File: src/rtl/mem_access_unit.sv
// mem_access_unit - MEM-stage load/store engine.
//
// Consumes the EX/MEM register outputs, runs one request/grant/response
// transaction per memory op on the data bus, steers store data onto byte
// lanes, sign/zero-extends load data, stalls upstream while a transaction
// is in flight, and hands the final write-back bundle to MEM/WB.
//
// Ports:
//   clk_i, rst_i            clock (rising edge), async active-high reset
//   mem_op_i/we/addr/data   memory op, store flag, byte address, store data
//   reg_waddr/we/wdata_i    register write bundle from EX/MEM
//   dbus_*_o / dbus_*_i     data bus request side / grant + response side
//   stall_o                 hold IF..EX/MEM
//   misalign_o, bus_err_o   one-cycle exception pulses
//   reg_waddr/we/wdata_o    write-back bundle to MEM/WB
module mem_access_unit #(
  parameter int ADDR_WIDTH  = 32,
  parameter int DATA_WIDTH  = 32,
  parameter int RADDR_WIDTH = 5,
  parameter int RSP_TIMEOUT = 255
) (
  input  logic                   clk_i,
  input  logic                   rst_i,
  input  logic [3:0]             mem_op_i,
  input  logic                   mem_we_i,
  input  logic [ADDR_WIDTH-1:0]  mem_addr_i,
  input  logic [DATA_WIDTH-1:0]  mem_data_i,
  input  logic [RADDR_WIDTH-1:0] reg_waddr_i,
  input  logic                   reg_we_i,
  input  logic [DATA_WIDTH-1:0]  reg_wdata_i,
  output logic                   dbus_req_o,
  output logic                   dbus_we_o,
  output logic [ADDR_WIDTH-1:0]  dbus_addr_o,
  output logic [3:0]             dbus_be_o,
  output logic [DATA_WIDTH-1:0]  dbus_wdata_o,
  input  logic                   dbus_gnt_i,
  input  logic                   dbus_rvalid_i,
  input  logic [DATA_WIDTH-1:0]  dbus_rdata_i,
  output logic                   stall_o,
  output logic                   misalign_o,
  output logic                   bus_err_o,
  output logic [RADDR_WIDTH-1:0] reg_waddr_o,
  output logic                   reg_we_o,
  output logic [DATA_WIDTH-1:0]  reg_wdata_o
);

  localparam logic [3:0] OP_LB  = 4'd1, OP_LH  = 4'd2, OP_LW = 4'd3,
                         OP_LBU = 4'd4, OP_LHU = 4'd5, OP_SB = 4'd6,
                         OP_SH  = 4'd7, OP_SW  = 4'd8;
  localparam int CNT_W = $clog2(RSP_TIMEOUT + 1);
  localparam logic [CNT_W-1:0] CNT_LAST = CNT_W'(RSP_TIMEOUT - 1);

  typedef enum logic [1:0] {IDLE, WAIT_GNT, WAIT_RSP, DONE} state_t;

  state_t                state;
  logic [DATA_WIDTH-1:0] load_data;
  logic [CNT_W-1:0]      cnt;
  logic                  err;
  logic                  done_load;

  logic       is_load, is_store, is_half, is_word, active, misaligned;
  logic [1:0] off;

  // The store flag duplicates information already carried by mem_op_i.
  logic unused_we;
  assign unused_we = mem_we_i;

  function automatic logic [3:0] lane_be(input logic [3:0] op, input logic [1:0] o);
    case (op)
      OP_SB:   lane_be = 4'b0001 << o;
      OP_SH:   lane_be = 4'b0011 << {o[1], 1'b0};
      default: lane_be = 4'b1111;
    endcase
  endfunction

  function automatic logic [31:0] lane_wdata(input logic [3:0] op, input logic [31:0] d);
    case (op)
      OP_SB:   lane_wdata = {4{d[7:0]}};
      OP_SH:   lane_wdata = {2{d[15:0]}};
      OP_SW:   lane_wdata = d;
      default: lane_wdata = '0;
    endcase
  endfunction

  function automatic logic [31:0] load_extend(input logic [3:0] op, input logic [1:0] o,
                                              input logic [31:0] rdata);
    logic [7:0]  b;
    logic [15:0] h;
    b = rdata[{o, 3'b000} +: 8];
    h = o[1] ? rdata[31:16] : rdata[15:0];
    case (op)
      OP_LB:   load_extend = {{24{b[7]}}, b};
      OP_LBU:  load_extend = {24'd0, b};
      OP_LH:   load_extend = {{16{h[15]}}, h};
      OP_LHU:  load_extend = {16'd0, h};
      default: load_extend = rdata;
    endcase
  endfunction

  always_comb begin
    is_load    = (mem_op_i >= OP_LB) && (mem_op_i <= OP_LHU);
    is_store   = (mem_op_i >= OP_SB) && (mem_op_i <= OP_SW);
    is_half    = (mem_op_i == OP_LH) || (mem_op_i == OP_LHU) || (mem_op_i == OP_SH);
    is_word    = (mem_op_i == OP_LW) || (mem_op_i == OP_SW);
    active     = is_load || is_store;
    off        = mem_addr_i[1:0];
    misaligned = (is_half && off[0]) || (is_word && (off != 2'b00));
  end

  always_ff @(posedge clk_i or posedge rst_i) begin
    if (rst_i) begin
      state     <= IDLE;
      load_data <= '0;
      cnt       <= '0;
      err       <= 1'b0;
      done_load <= 1'b0;
    end else begin
      case (state)
        IDLE, WAIT_GNT: begin
          if (state == WAIT_GNT || (active && !misaligned)) begin
            err       <= 1'b0;
            done_load <= is_load;
            cnt       <= '0;
            if (dbus_gnt_i) state <= is_load ? WAIT_RSP : DONE;
            else            state <= WAIT_GNT;
          end
        end
        WAIT_RSP: begin
          cnt <= cnt + 1'b1;
          // A response arriving on the timeout cycle still wins.
          if (dbus_rvalid_i) begin
            load_data <= load_extend(mem_op_i, off, dbus_rdata_i);
            state     <= DONE;
          end else if (cnt == CNT_LAST) begin
            err   <= 1'b1;
            state <= DONE;
          end
        end
        DONE: begin
          cnt   <= '0;
          err   <= 1'b0;
          state <= IDLE;
        end
        default: state <= IDLE;
      endcase
    end
  end

  always_comb begin
    dbus_req_o   = 1'b0;
    dbus_we_o    = 1'b0;
    dbus_addr_o  = '0;
    dbus_be_o    = 4'b0000;
    dbus_wdata_o = '0;
    stall_o      = 1'b0;
    misalign_o   = 1'b0;
    bus_err_o    = 1'b0;
    reg_waddr_o  = '0;
    reg_we_o     = 1'b0;
    reg_wdata_o  = '0;
    // Every output is forced low while reset is held, even combinational paths.
    if (!rst_i) begin
      reg_waddr_o = reg_waddr_i;
      reg_we_o    = reg_we_i;
      reg_wdata_o = reg_wdata_i;
      case (state)
        IDLE: begin
          if (active && misaligned) begin
            misalign_o = 1'b1;
            reg_we_o   = 1'b0;
          end else if (active) begin
            dbus_req_o = 1'b1;
            stall_o    = 1'b1;
            reg_we_o   = 1'b0;
          end
        end
        WAIT_GNT: begin
          dbus_req_o = 1'b1;
          stall_o    = 1'b1;
          reg_we_o   = 1'b0;
        end
        WAIT_RSP: begin
          stall_o  = 1'b1;
          reg_we_o = 1'b0;
        end
        DONE: begin
          if (err) begin
            bus_err_o = 1'b1;
            reg_we_o  = 1'b0;
          end else if (done_load) begin
            reg_wdata_o = load_data;
          end else begin
            reg_we_o = 1'b0;
          end
        end
        default: ;
      endcase
      // Bus fields are only meaningful while a request is raised; upstream
      // holds its inputs during the stall so they stay stable in WAIT_GNT.
      if (dbus_req_o) begin
        dbus_we_o    = is_store;
        dbus_addr_o  = {mem_addr_i[ADDR_WIDTH-1:2], 2'b00};
        dbus_be_o    = lane_be(mem_op_i, off);
        dbus_wdata_o = lane_wdata(mem_op_i, mem_data_i);
      end
    end
  end

endmodule
File: config.mk
export PLATFORM = sky130hd
export DESIGN_NAME = mem_access_unit
export DESIGN_NICKNAME = d
export VERILOG_FILES = /design/src/rtl/mem_access_unit.sv
export SDC_FILE = /design/constraint.sdc
export NUM_CORES = 1
export LEC_CHECK = 0
export BUFFER_PORTS_ARGS = -buffer_cell sky130_fd_sc_hd__buf_2
export CORE_UTILIZATION = 44
export CTS_CLUSTER_SIZE = 12
export DETAILED_ROUTE_END_ITERATION = 6
export GPL_TIMING_DRIVEN = 0
export PLACE_DENSITY = 0.86
export SLEW_MARGIN = 20
export SYNTH_ARGS = -nofsm -noshare
export SYNTH_HDL_FRONTEND = slang
export SYNTH_SLANG_ARGS = --single-unit
File: constraint.sdc
create_clock -name clk_i -period 2.1 [get_ports clk_i]
set_input_delay 0.105 -clock clk_i [delete_from_list [all_inputs] [get_ports clk_i]]
set_output_delay 0.105 -clock clk_i [all_outputs]
set_load 0.03 [all_outputs]
## After elaboration in Yosys (flattened, before gate mapping)

Index checks and enable logic that the tools add are counted.

- Add/subtract/negate cells: 1
- Magnitude comparators: 4
- Equal/unequal tests: 16
- Shift-type cells: 3
- Mux-type cells: 48
- Reductions and logical operators: 21

Operator list:

| operator | count |
|---|---|
| 32-bit two-way mux | 8 |
| 32-bit one-hot mux with 4 select lines | 1 |
| 32-bit one-hot mux with 3 select lines | 1 |
| 32-bit by 6-bit variable part select with 8-bit output | 1 |
| 8-bit one-hot mux with 3 select lines | 1 |
| 1-bit two-way mux | 22 |
| 4-bit by 3-bit equality test with 1-bit output (second input constant) | 4 |
| 16-bit two-way mux | 1 |
| 8-bit by 1-bit adder with 8-bit output (second input constant) | 1 |
| 4-bit by 2-bit equality test with 1-bit output (second input constant) | 2 |
| 8-bit equality test (second input constant) | 1 |
| 2-bit two-way mux | 4 |
| 4-bit two-way mux | 2 |
| 8-bit two-way mux | 1 |
| 4-bit one-hot mux with 2 select lines | 1 |
| 1-bit logical AND | 6 |
| 1-bit logical OR | 6 |
| 2-bit inequality test (second input constant) | 3 |
| 1-bit one-hot mux with 3 select lines | 2 |
| 2-bit one-hot mux with 3 select lines | 1 |
| 2-bit AND reduction | 3 |
| 5-bit two-way mux | 1 |
| 2-bit equality test (second input constant) | 2 |
| 4-bit by 1-bit equality test with 1-bit output (second input constant) | 1 |
| 15 further kinds | 17 |

- Register bits after elaboration: 44
- Input bits: 143

## Logic depth before layout (Yosys ltp)

- Word-level depth: 11
- Mapped depth: 8

## Worst setup path before layout

OpenSTA, ideal clock, no wires.

- Path kind: in2out
- Start: input port rst_i
- End: output port dbus_wdata_o[11]
- Arrival: 2094 ps
- Path slack: -99 ps
- Stages on the path: 6
- Path through: inv_1 -> nand2_1 -> o41a_4 -> buf_6 -> buf_6 -> nor2_1

- Cells in the longest elaborated chain, start to end: 1

Ends and longest elaborated chain:

| what | RTL line | RTL |
|---|---|---|
| start, declared | 23 | `input logic rst_i,` |
| 32-bit two-way mux | 162 | `if (!rst_i) begin` |
| end, declared | 35 | `output logic [DATA_WIDTH-1:0] dbus_wdata_o,` |

Every way passes these cells.

## Final worst setup path

- Start: register state[1]
- End: output port dbus_wdata_o[24]

- Cells in the longest elaborated chain, start to end: 5
- Elaborated cells between the ends (all ways): 6
- Classes of those cells: eq/ne: 1; mux: 4; reduce/logical: 1

Ends and longest elaborated chain:

| what | RTL line | RTL |
|---|---|---|
| start, declared | 55 | `state_t state;` |
| start signal, assigned | 124 | `if (dbus_gnt_i) state <= is_load ? WAIT_RSP : DONE;` |
| 2-bit by 1-bit equality test with 1-bit output or 2-bit logical NOT (tied branches) | 166 | `case (state)` |
| 1-bit one-hot mux with 2 select lines * | 166 |  |
| 1-bit two-way mux * | 162 |  |
| 32-bit two-way mux * | 200 | `if (dbus_req_o) begin` |
| 32-bit two-way mux * | 162 |  |

Every way passes the cells marked *; elsewhere a longest branch is shown, timed or not. The select of a mux whose other input is x is not followed.

==> impl_metrics.json <==
{
  "crit_slowest_cell": "dfrtp_1",
  "fill_cells": 738,
  "synthCells": 525,
  "r2r_slack_ns": 0.12,
  "critical_path_class": "reg -> out",
  "drt_iter0_drc": 342,
  "dieHeight_microns": 99.0,
  "cp.required_ns": 2.00,
  "ios": 254,
  "drc": 0,
  "row_count": 35,
  "fp.dieW_microns": 99.0,
  "grt_overflow": 0,
  "synth-seq-cells": 44,
  "routed-via-count": 5237,
  "status": "finished, violations left",
  "cp-end-kind": "output port",
  "clk_pin_slew_ns": 0.09,
  "worst_setup_path_start_kind": "flip-flop",
  "worstMarginPinSlew_ns": 0.942,
  "grt_pass1_vias": 4936,
  "worstPathMaxFanout": 10,
  "r2r-end": "load_data[1]",
  "worstPathCellList": "inv_2, ha_4, nand3_4, o41a_4, buf_6, buf_12, nor2_2, buf_6",
  "cts_buffers": 5,
  "max_freq_mhz": 449,
  "holdCritPathClass": "in -> async",
  "cts_tree": "done",
  "p_int_mw": 2.96,
  "failed_checks": "setup timing",
  "yosys.area.top_type": "dfrtp_1",
  "clk_latency_ns": 0.31,
  "first_pass_iters": 5,
  "ant_nets": 0,
  "placed_cell_area_sq_um": 5520,
  "vias_per_cell": 5.77,
  "cts_sinks": 44,
  "synthDistinctLibCells": 61,
  "p_leak_nw": 3.19,
  "ys_seq_area_share_pct": 26.6,
  "layout_setup_ws_ns": -0.128,
  "seqCellArea_sq_um": 1100,
  "relSlewSlack_pct": 36.7,
  "finalSetupViolCount": 40,
  "cts_htree_levels": 2,
  "switchingPower_mw": 2.53,
  "track_usage_pct": 31.4,
  "syn2layout_area_growth_pct": 51.9,
  "clkPwrFrac_pct": 12.9,
  "clockBufferDepth": 2,
  "cp_slowest_stage_delay_ns": 0.43,
  "dieArea_sq_um": 9810,
  "syn_area_sq_um": 4140,
  "ir_drop_mv": 0.490,
  "synth_top_area_share_pct": 26.6,
  "ys.warnings.count": 0,
  "avgSynthCellArea_sq_um": 7.89,
  "cp-startpoint": "state[1]",
  "maxCapViolations": 0,
  "yosys-top-cells-area": "dfrtp_1 27%, a22oi_1 6.9%, nand2_1 6.9%, a21oi_1 6.5%, and2_1 6.5%",
  "crit_arrival_ns": 2.12,
  "synth_enable_flop_cells": 0,
  "ys.flop_type": "dfrtp_1",
  "drt-wirelength-per-cell_microns": 17.9,
  "power.density_cell_area_nw_per_um2": 872,
  "maxSlewViolCount": 0,
  "async_flop_share_pct": 100,
  "r2r-start": "state[0]",
  "port-buffer-count": 246,
  "pwr-share-comb_pct": 61.6,
  "hold_viol": 0,
  "core_sq_um": 9200,
  "r2r_cells": 8,
  "whs_ns": 0.117,
  "finClkSkew_ns": 0.00953,
  "gp_congestion": 0.887,
  "antenna_found_initial": 4,
  "cts-root-buf": "clkbuf_8",
  "path_common_cell": "buf_6",
  "finalInstanceArea_sq_um": 6290,
  "drive_gt1_share_pct": 46.3,
  "grt_max_degree": 24,
  "swShare_pct": 46.1,
  "grt_pass1_wl_microns": 24200,
  "fin_nets": 942,
  "fin_crit_ns": 2.23,
  "dp_hpwl_microns": 11700,
  "multiInputGateArea_sq_um": 2900,
  "start_util_pct": 45.0,
  "p_seq_share_pct": 25.5,
  "routed_wl_microns": 16300,
  "min_period_over_period_pct": 106,
  "tns_ns": -1.57,
  "rsz0062_at_grt": "true"
}
-- worst max path at each step --
| stage | to | slack [ns] | cells after the start |
|---|---|---|---|
| after global routing | dbus_wdata_o[24] | -0.16 | 8 |
| after floorplan | dbus_wdata_o[11] | 0.11 | 7 |
| after CTS | dbus_wdata_o[25] | -0.11 | 8 |
| final | dbus_wdata_o[24] | -0.13 | 8 |
| after global placement | dbus_addr_o[27] | -0.28 | 8 |
| after detailed placement | dbus_addr_o[23] | -0.35 | 8 |
-- cell type report --
class / count / area share, %
Multi-Input combinational cell: 425 / 46.1
Timing Repair Buffer: 259 / 26.3
Sequential cell: 44 / 17.5
Buffer: 49 / 5.23
Tap cell: 111 / 2.21
Clock buffer: 6 / 1.31
Clock inverter: 2 / 0.616
Inverter: 7 / 0.517
Antenna cell: 4 / 0.159
Timing Repair inverter: 1 / 0.119
-- power groups by stage --
| stage | combinational (mW) | sequential (mW) | clock, mW |
|---|---|---|---|
| 6_report | 3.38 | 1.40 | 0.708 |
| 5_1_grt | 3.63 | 1.43 | 0.735 |
| 4_1_cts | 3.21 | 1.39 | 0.704 |
| 3_5_place_dp | 2.78 | 1.41 | 0 |
| 3_3_place_gp | 2.73 | 1.40 | 0 |
| 2_1_floorplan | 2.04 | 1.33 | 0 |
-- cell families after synthesis --
logic type	share of synthesized area, %
and+or+nand+nor	29.0
AOI/OAI and AO/OA	25.5
buffers and inverters	7.52
DFF	26.6
muxes	8.94
adders and majority gates	2.11
other	0.0905
xor gates and xnor gates	0.211
-- synthesized netlist by cell type (4+ instances only) --
| cell | number |
|---|---|
| nor3b_1 | 4 |
| and3_1 | 17 |
| nand2b_1 | 4 |
| nand3_1 | 7 |
| mux2_2 | 16 |
| inv_1 | 6 |
| a22oi_1 | 38 |
| dfrtp_1 | 44 |
| a21oi_1 | 54 |
| nand2_1 | 76 |
| mux4_2 | 8 |
| a21o_1 | 8 |
| nor2b_1 | 7 |
| clkbuf_1 | 25 |
| buf_2 | 9 |
| buf_4 | 7 |
| nor2_1 | 43 |
| nor3_1 | 8 |
| a211o_1 | 16 |
| buf_6 | 8 |
| and2_1 | 43 |
| nand3b_1 | 4 |
| a31oi_1 | 4 |
| o21ai_0 | 18 |
| ha_1 | 7 |
-- cell usage in the layout (no fill, tap or decap), types with 18 or more instances in the layout --
cell type  synthesis  layout
buf_2              9     188
dfrtp_1           44      44
nor2_1            43      24
a22oi_1           38      38
buf_6              8      47
buf_4              7      43
a21oi_1           54      54
nand2_1           76      76
o21ai_0           18      18
and2_1            43      38
-- timing repair --
| action | in CTS | in global routing |
|---|---|---|
| hold endpoints to repair | 21 | 23 |
| pin swaps | 9 | 2 |
| endpoints found under the setup margin | 105 | 103 |
| gates cloned | 3 | 0 |
| setup buffers | 6 | 3 |
| hold buffers | 1 | 1 |
| gates resized for setup | 143 | 34 |
-- sequential cells by signal, indices dropped and copies added, names as in the netlist --
register and cells:
err 1, done_load 1, cnt 8, state 2, load_data 32
-- worst max-delay path, delay by kind of cell (launching register included) --
| kind | cells | cell delay [ns] |
|---|---|---|
| fa+ha+maj | 1 | 0.15 |
| flops | 1 | 0.43 |
| compound gates | 1 | 0.42 |
| buf+inv | 4 | 0.58 |
| simple gates | 2 | 0.23 |
-- stage by stage --
stage / utilization [%] / setup slack (ns) / total power, mW / std cells
after floorplan: - / 0.106 / 3.37 / 526
after global placement: 60.0 / -0.282 / 4.13 / 883
after detailed placement: 60.0 / -0.349 / 4.20 / 883
after CTS: 66.6 / -0.109 / 5.30 / 900
after global routing: 68.4 / -0.161 / 5.79 / 907
final: 68.4 / -0.128 / 5.49 / 908
-- layer usage --
| metal | up-vias | GRT usage [%] | share of wire [%] |
|---|---|---|---|
| met3 | 62 | 5.46 | 7.6 |
| li1 | 2423 | - | - |
| met2 | 322 | 56.9 | 52 |
| met1 | 2428 | 35.2 | 36 |
| met5 | - | 0 | 0.061 |
| met4 | 2 | 16.4 | 4.1 |
(Power assumes the default switching activity.)
